File: src/rtl/traffic_light_xing_if.sv
// Request/mode inputs, lamp drives and countdown display for the xing controller.
interface traffic_light_xing_if #(
  parameter int unsigned CNT_W = 8
);
  logic             pass_request;
  logic             night_mode;
  logic [CNT_W-1:0] clock;
  logic             main_red;
  logic             main_yellow;
  logic             main_green;
  logic             side_red;
  logic             side_yellow;
  logic             side_green;
  logic             ped_pending;

  modport master (
    output pass_request, night_mode,
    input  clock, main_red, main_yellow, main_green,
           side_red, side_yellow, side_green, ped_pending
  );

  modport slave (
    input  pass_request, night_mode,
    output clock, main_red, main_yellow, main_green,
           side_red, side_yellow, side_green, ped_pending
  );
endinterface

File: src/rtl/traffic_light_xing.sv
// Two-road signal controller: main/side phases with all-red clearance,
// pedestrian shortening of main green and flashing-yellow night mode.
module traffic_light_xing #(
  parameter int unsigned CNT_W    = 8,
  parameter int unsigned MAIN_T   = 60,
  parameter int unsigned SIDE_T   = 10,
  parameter int unsigned YEL_T    = 5,
  parameter int unsigned ALLRED_T = 2,
  parameter int unsigned PED_T    = 10,
  parameter int unsigned FLASH_T  = 4
) (
  input logic                 clk,
  input logic                 rst_n,
  traffic_light_xing_if.slave bus
);

  localparam longint unsigned MAX_D = (64'd1 << CNT_W) - 64'd1;

  if (CNT_W < 1 || CNT_W > 32 ||
      MAIN_T < 1 || MAIN_T > MAX_D || SIDE_T < 1 || SIDE_T > MAX_D ||
      YEL_T < 1 || YEL_T > MAX_D || ALLRED_T < 1 || ALLRED_T > MAX_D ||
      PED_T < 1 || PED_T > MAX_D || FLASH_T < 1 || FLASH_T > MAX_D) begin : g_bad_param
    $error("traffic_light_xing: phase durations must lie in 1..2^CNT_W-1");
  end

  localparam logic [2:0] IDLE     = 3'd0;
  localparam logic [2:0] ALLRED_B = 3'd1;
  localparam logic [2:0] MAIN_GRN = 3'd2;
  localparam logic [2:0] MAIN_YEL = 3'd3;
  localparam logic [2:0] ALLRED_A = 3'd4;
  localparam logic [2:0] SIDE_GRN = 3'd5;
  localparam logic [2:0] SIDE_YEL = 3'd6;
  localparam logic [2:0] NIGHT    = 3'd7;

  // Lamp vector order: {main_r, main_y, main_g, side_r, side_y, side_g}
  localparam logic [5:0] LMP_OFF = 6'b000_000;
  localparam logic [5:0] LMP_AR  = 6'b100_100;
  localparam logic [5:0] LMP_MG  = 6'b001_100;
  localparam logic [5:0] LMP_MY  = 6'b010_100;
  localparam logic [5:0] LMP_SG  = 6'b100_001;
  localparam logic [5:0] LMP_SY  = 6'b100_010;
  localparam logic [5:0] LMP_NY  = 6'b010_010;

  logic [2:0]       state, state_d;
  logic [CNT_W-1:0] cnt, cnt_d;
  logic             flash_on, flash_d;
  logic             ped_q, ped_d;
  logic [5:0]       lamp_q, lamp_d;
  logic             req, last;

  assign req  = bus.pass_request | ped_q;
  assign last = (cnt == CNT_W'(1));

  always_comb begin
    state_d = state;
    cnt_d   = cnt - CNT_W'(1);
    flash_d = flash_on;
    case (state)
      IDLE: begin
        state_d = ALLRED_B;
        cnt_d   = CNT_W'(ALLRED_T);
      end
      ALLRED_B: if (last) begin
        if (bus.night_mode) begin
          state_d = NIGHT;
          cnt_d   = CNT_W'(FLASH_T);
          flash_d = 1'b1;
        end else begin
          state_d = MAIN_GRN;
          cnt_d   = req ? CNT_W'(PED_T) : CNT_W'(MAIN_T);
        end
      end
      MAIN_GRN: begin
        if (last) begin
          state_d = MAIN_YEL;
          cnt_d   = CNT_W'(YEL_T);
        end else if (req && cnt > CNT_W'(PED_T)) begin
          cnt_d = CNT_W'(PED_T);
        end
      end
      MAIN_YEL: if (last) begin
        state_d = ALLRED_A;
        cnt_d   = CNT_W'(ALLRED_T);
      end
      ALLRED_A: if (last) begin
        if (bus.night_mode) begin
          state_d = NIGHT;
          cnt_d   = CNT_W'(FLASH_T);
          flash_d = 1'b1;
        end else begin
          state_d = SIDE_GRN;
          cnt_d   = CNT_W'(SIDE_T);
        end
      end
      SIDE_GRN: if (last) begin
        state_d = SIDE_YEL;
        cnt_d   = CNT_W'(YEL_T);
      end
      SIDE_YEL: if (last) begin
        state_d = ALLRED_B;
        cnt_d   = CNT_W'(ALLRED_T);
      end
      NIGHT: if (last) begin
        // Night mode is only left at the end of a dark half-period
        cnt_d = CNT_W'(FLASH_T);
        if (flash_on) begin
          flash_d = 1'b0;
        end else if (!bus.night_mode) begin
          state_d = ALLRED_B;
          cnt_d   = CNT_W'(ALLRED_T);
        end else begin
          flash_d = 1'b1;
        end
      end
      default: begin
        state_d = IDLE;
        cnt_d   = '0;
      end
    endcase
  end

  // Served once side green is granted; anything seen during night is dropped
  assign ped_d = req & ~(state == ALLRED_A && last) & ~(state == NIGHT);

  always_comb begin
    lamp_d = LMP_OFF;
    case (state_d)
      ALLRED_B, ALLRED_A: lamp_d = LMP_AR;
      MAIN_GRN:           lamp_d = LMP_MG;
      MAIN_YEL:           lamp_d = LMP_MY;
      SIDE_GRN:           lamp_d = LMP_SG;
      SIDE_YEL:           lamp_d = LMP_SY;
      NIGHT:              lamp_d = flash_d ? LMP_NY : LMP_OFF;
      default:            lamp_d = LMP_OFF;
    endcase
  end

  always_ff @(posedge clk or negedge rst_n) begin
    if (!rst_n) begin
      state    <= IDLE;
      cnt      <= '0;
      flash_on <= 1'b0;
      ped_q    <= 1'b0;
      lamp_q   <= '0;
    end else begin
      state    <= state_d;
      cnt      <= cnt_d;
      flash_on <= flash_d;
      ped_q    <= ped_d;
      lamp_q   <= lamp_d;
    end
  end

  assign bus.clock       = cnt;
  assign bus.ped_pending = ped_q;
  assign {bus.main_red, bus.main_yellow, bus.main_green,
          bus.side_red, bus.side_yellow, bus.side_green} = lamp_q;

endmodule

File: src/flat_wrapper.sv
// flat-port wrapper written by rule: the top's interface ports become plain ports
module traffic_light_xing_flat 
#(
  parameter int unsigned CNT_W    = 8,
  parameter int unsigned MAIN_T   = 60,
  parameter int unsigned SIDE_T   = 10,
  parameter int unsigned YEL_T    = 5,
  parameter int unsigned ALLRED_T = 2,
  parameter int unsigned PED_T    = 10,
  parameter int unsigned FLASH_T  = 4
)
  (clk, rst_n, bus_pass_request, bus_night_mode, bus_clock, bus_main_red, bus_main_yellow, bus_main_green, bus_side_red, bus_side_yellow, bus_side_green, bus_ped_pending);
  traffic_light_xing_if #(.CNT_W(CNT_W)) bus_i ();
  input logic clk;
  input logic rst_n;
  input wire logic [$bits(bus_i.pass_request)-1:0] bus_pass_request;
  input wire logic [$bits(bus_i.night_mode)-1:0] bus_night_mode;
  output wire logic [$bits(bus_i.clock)-1:0] bus_clock;
  output wire logic [$bits(bus_i.main_red)-1:0] bus_main_red;
  output wire logic [$bits(bus_i.main_yellow)-1:0] bus_main_yellow;
  output wire logic [$bits(bus_i.main_green)-1:0] bus_main_green;
  output wire logic [$bits(bus_i.side_red)-1:0] bus_side_red;
  output wire logic [$bits(bus_i.side_yellow)-1:0] bus_side_yellow;
  output wire logic [$bits(bus_i.side_green)-1:0] bus_side_green;
  output wire logic [$bits(bus_i.ped_pending)-1:0] bus_ped_pending;
  assign bus_i.pass_request = bus_pass_request;
  assign bus_i.night_mode = bus_night_mode;
  assign bus_clock = bus_i.clock;
  assign bus_main_red = bus_i.main_red;
  assign bus_main_yellow = bus_i.main_yellow;
  assign bus_main_green = bus_i.main_green;
  assign bus_side_red = bus_i.side_red;
  assign bus_side_yellow = bus_i.side_yellow;
  assign bus_side_green = bus_i.side_green;
  assign bus_ped_pending = bus_i.ped_pending;
  traffic_light_xing #(.CNT_W(CNT_W), .MAIN_T(MAIN_T), .SIDE_T(SIDE_T), .YEL_T(YEL_T), .ALLRED_T(ALLRED_T), .PED_T(PED_T), .FLASH_T(FLASH_T)) u_core (.clk(clk), .rst_n(rst_n), .bus(bus_i));
endmodule
File: config.mk
export PLATFORM = sky130hd
export DESIGN_NAME = traffic_light_xing_flat
export DESIGN_NICKNAME = d
export VERILOG_FILES = /design/src/rtl/traffic_light_xing_if.sv /design/src/rtl/traffic_light_xing.sv /design/src/flat_wrapper.sv
export SDC_FILE = /design/constraint.sdc
export NUM_CORES = 1
export LEC_CHECK = 0
export ABC_CLOCK_PERIOD_IN_PS = 2200
export BUFFER_PORTS_ARGS = -buffer_cell sky130_fd_sc_hd__buf_2
export CAP_MARGIN = 40
export CORE_ASPECT_RATIO = 0.8
export CORE_MARGIN = 10
export CORE_UTILIZATION = 56
export DETAILED_ROUTE_END_ITERATION = 10
export PLACE_DENSITY = 0.89
export SLEW_MARGIN = 20
export SYNTH_ARGS = -nofsm -noshare
export SYNTH_HDL_FRONTEND = slang
export SYNTH_SLANG_ARGS = --single-unit
File: constraint.sdc
create_clock -name clk -period 2.2 [get_ports clk]
set_input_delay 0.22 -clock clk [delete_from_list [all_inputs] [get_ports clk]]
set_output_delay 0.22 -clock clk [all_outputs]
set_load 0.01 [all_outputs]
==> flow_metrics.env <==
export IMPL_status="finished clean"
export IMPL_clk_latency_ns=0.32
export IMPL_rsz0062_at_grt="no"
export IMPL_hold_viol=0
export IMPL_critPathKind="flop to flop"
export IMPL_final_antenna_net_count=0
export IMPL_num_fill_cells=178
export IMPL_dr_pass1_iters=5
export IMPL_crit_arrival_ns=2.21
export IMPL_cp_end_kind="flop"
export IMPL_io_buffers=18
export IMPL_setup_viol=0
export IMPL_post_cts_buffers=0
export IMPL_cts_buffers=3
export IMPL_grt_util_met2=0.209
export IMPL_cts_tree="built"
export IMPL_root_buffer="clkbuf_4"
export IMPL_drt_iter0_markers=232
export IMPL_syn_area_sq_um=1320
export IMPL_internal_power_w=0.00115
export IMPL_die_area_sq_um=4700
export IMPL_combPwrFrac=0.569
export IMPL_grt_busiest_layer="met2"
export IMPL_antenna_found_initial=0
export IMPL_ys_ff_latch=19
export IMPL_avgSynthCellArea_sq_um=9.01
export IMPL_gr_total_overflow=0
export IMPL_yosysWarnings=0
export IMPL_grtUsageMet1=0.201
export IMPL_startpoint_type="flop"
export IMPL_met3_usage=0.0532
export IMPL_ys_flop_type="dfrtp_1"
export IMPL_synth_cell_types=51
export IMPL_yosys_top_cells_area="dfrtp_1 (36%), nor2_1 (4.0%), a21oi_1 (3.8%)"
export IMPL_first_global_vias=1091
export IMPL_nets=170
export IMPL_clkPwrFrac=0.082
export IMPL_area_growth_pct=10.6
export IMPL_grt_pass1_wl_um=5530
export IMPL_wire_per_inst_um=18.7
export IMPL_critPathMaxFanout=6
export IMPL_grt_usage=0.145
export IMPL_chipHeight_um=63.3
export IMPL_final_cell_mix="dfrtp_1 (19), buf_2 (18), nor2_1 (14)"
export IMPL_synth_edf_count=0
export IMPL_power_switching_w=0.00120
export IMPL_regArea_sq_um=475
export IMPL_dp_hpwl_um=2550
export IMPL_pwr_share_seq=0.349
export IMPL_start_util=0.599
export IMPL_syn_inst=146
export IMPL_syn_nets=153
export IMPL_drv_cap=0
export IMPL_worstPathRequired_ns=2.41
export IMPL_routabilityCongestion=0.938
export IMPL_hold_path_class="primary input to flop"
export IMPL_viasPerCell=6.71
export IMPL_slew_headroom=0.522
export IMPL_grt_max_degree=23
export IMPL_synth_async_reset_ratio=1.00
export IMPL_via_count=1254
export IMPL_synth_top_area_frac=0.362
export IMPL_multi_input_area_sq_um=782
export IMPL_io_pins=19
export IMPL_rows=15
export IMPL_clockBufferDepth=2
export IMPL_final_layout_size_suffix_gt1_frac=0.222
export IMPL_period_share=0.911
export IMPL_antenna_cells=0
export IMPL_drt_drc_violations_left=0
export IMPL_cts_htree_levels=1
export IMPL_core_sq_um=2200
export IMPL_path_clk_slew_ns=0.12
export IMPL_yosysTopAreaCell="dfrtp_1"
export IMPL_synth_seq_area_share=0.362
export IMPL_finalPower_w=0.00234
export IMPL_tns_ns=0
export IMPL_ir_drop_uv=1210
export IMPL_swShare=0.510
export IMPL_p_per_area_nw_per_um2=1610
export IMPL_total_leakage_power_nw=0.639
export IMPL_clock_sinks=19
export IMPL_layout_commonest_cell="dfrtp_1"
export IMPL_tightest_slew_ns=0.717
export IMPL_fin_worst_skew_ns=0.0118
export IMPL_drv_slew=0
export IMPL_fmax_mhz=499
export IMPL_finalWorstPathRequiredPeriod_ns=2.00
export IMPL_drt_wl_total_um=3500
export IMPL_die_w_um=74.2
==> cell usage after synthesis, drive strengths merged, types with 4 or more instances <==
master  instances
o22ai           6
xnor2           4
o31ai           4
a211oi          5
nand2b          4
o21ai           8
a21oi          10
inv             5
dfrtp          19
clkbuf          7
nor2           15
nand2          11
==> worst max-delay path: stages, from the launching register on <==
cell and delay [ns]:
dfrtp_1 0.45, inv_1 0.11, ha_1 0.17, nor3b_2 0.35
nand2_2 0.16, or3_1 0.34, a211oi_1 0.31
==> state kept, by name, summed over array words and instances (netlist names) <==
name,cells
u_core.bus.ped_pending,1
u_core.flash_on,1
u_core.state,3
u_core.lamp_q,6
u_core.bus.clock,8
==> repair_timing <==
action | 4_1_cts | 5_1_grt
endpoints found under the hold margin | 19 | 0
hold buffers | 1 | 0
endpoints found under the setup margin | 0 | 0
resized for setup | 0 | 0
==> path summary, 6_finish.rpt <==
check / start / end / slack (ns) / cells after the start
max: u_core.bus.clock[1] / u_core.lamp_q[0] / 0.20 / 6
min: bus_pass_request / u_core.bus.ped_pending / 0.21 / 3
max reg2reg: u_core.bus.clock[1] / u_core.lamp_q[0] / 0.20 / 6
min reg2reg: u_core.bus.ped_pending / u_core.bus.ped_pending / 0.65 / 2
max in group asynchronous: rst_n / u_core.lamp_q[1] / 1.54 / 2
min in group asynchronous: rst_n / u_core.bus.clock[1] / 0.35 / 2
==> kinds of logic after synthesis <==
family          Yosys count  share of synthesized area
buf+inv                  15                     0.0438
simple gates             50                      0.227
flops                    19                      0.362
xor+xnor                  6                     0.0400
compound gates           53                      0.299
fa+ha+maj                 3                     0.0285
==> routing by layer <==
layer | up-vias | wire length, um
li1 | 581 | -
met4 | 0 | 25
met3 | 3 | 442
met2 | 89 | 1590
met5 | - | 0
met1 | 581 | 1450
==> metrics by stage <==
| step | worst slack (ns) | instances | hold slack (ns) | util | cell area (sq um) |
|---|---|---|---|---|---|
| floorplan | 0.393 | 146 | -0.0756 | - | 1320 |
| global placement | 0.304 | 182 | 0.182 | 0.645 | 1420 |
| global route | 0.0889 | 187 | 0.243 | 0.662 | 1450 |
| finish | 0.195 | 187 | 0.211 | 0.662 | 1450 |
| CTS | 0.234 | 187 | 0.207 | 0.662 | 1450 |
| detailed placement | 0.277 | 182 | 0.183 | 0.645 | 1420 |
==> power by group through the flow <==
| stage | clock network (W) | registers [W] | logic (W) |
|---|---|---|---|
| after floorplan | 0 | 0.000724 | 0.00102 |
| after global placement | 0 | 0.000796 | 0.00127 |
| after detailed placement | 0 | 0.000814 | 0.00130 |
| after CTS | 0.000195 | 0.000806 | 0.00131 |
| after global routing | 0.000205 | 0.000847 | 0.00145 |
| final | 0.000192 | 0.000819 | 0.00133 |
==> final cells by class <==
class / instances / area share
clock inverter: 1 / 0.00344
multi-input combinational: 112 / 0.538
clock buffer: 3 / 0.0155
tap: 25 / 0.0215
timing repair buffer: 21 / 0.0792
inverter: 6 / 0.0155
sequential: 19 / 0.327
Note: power is estimated with default switching activity, not from simulation.
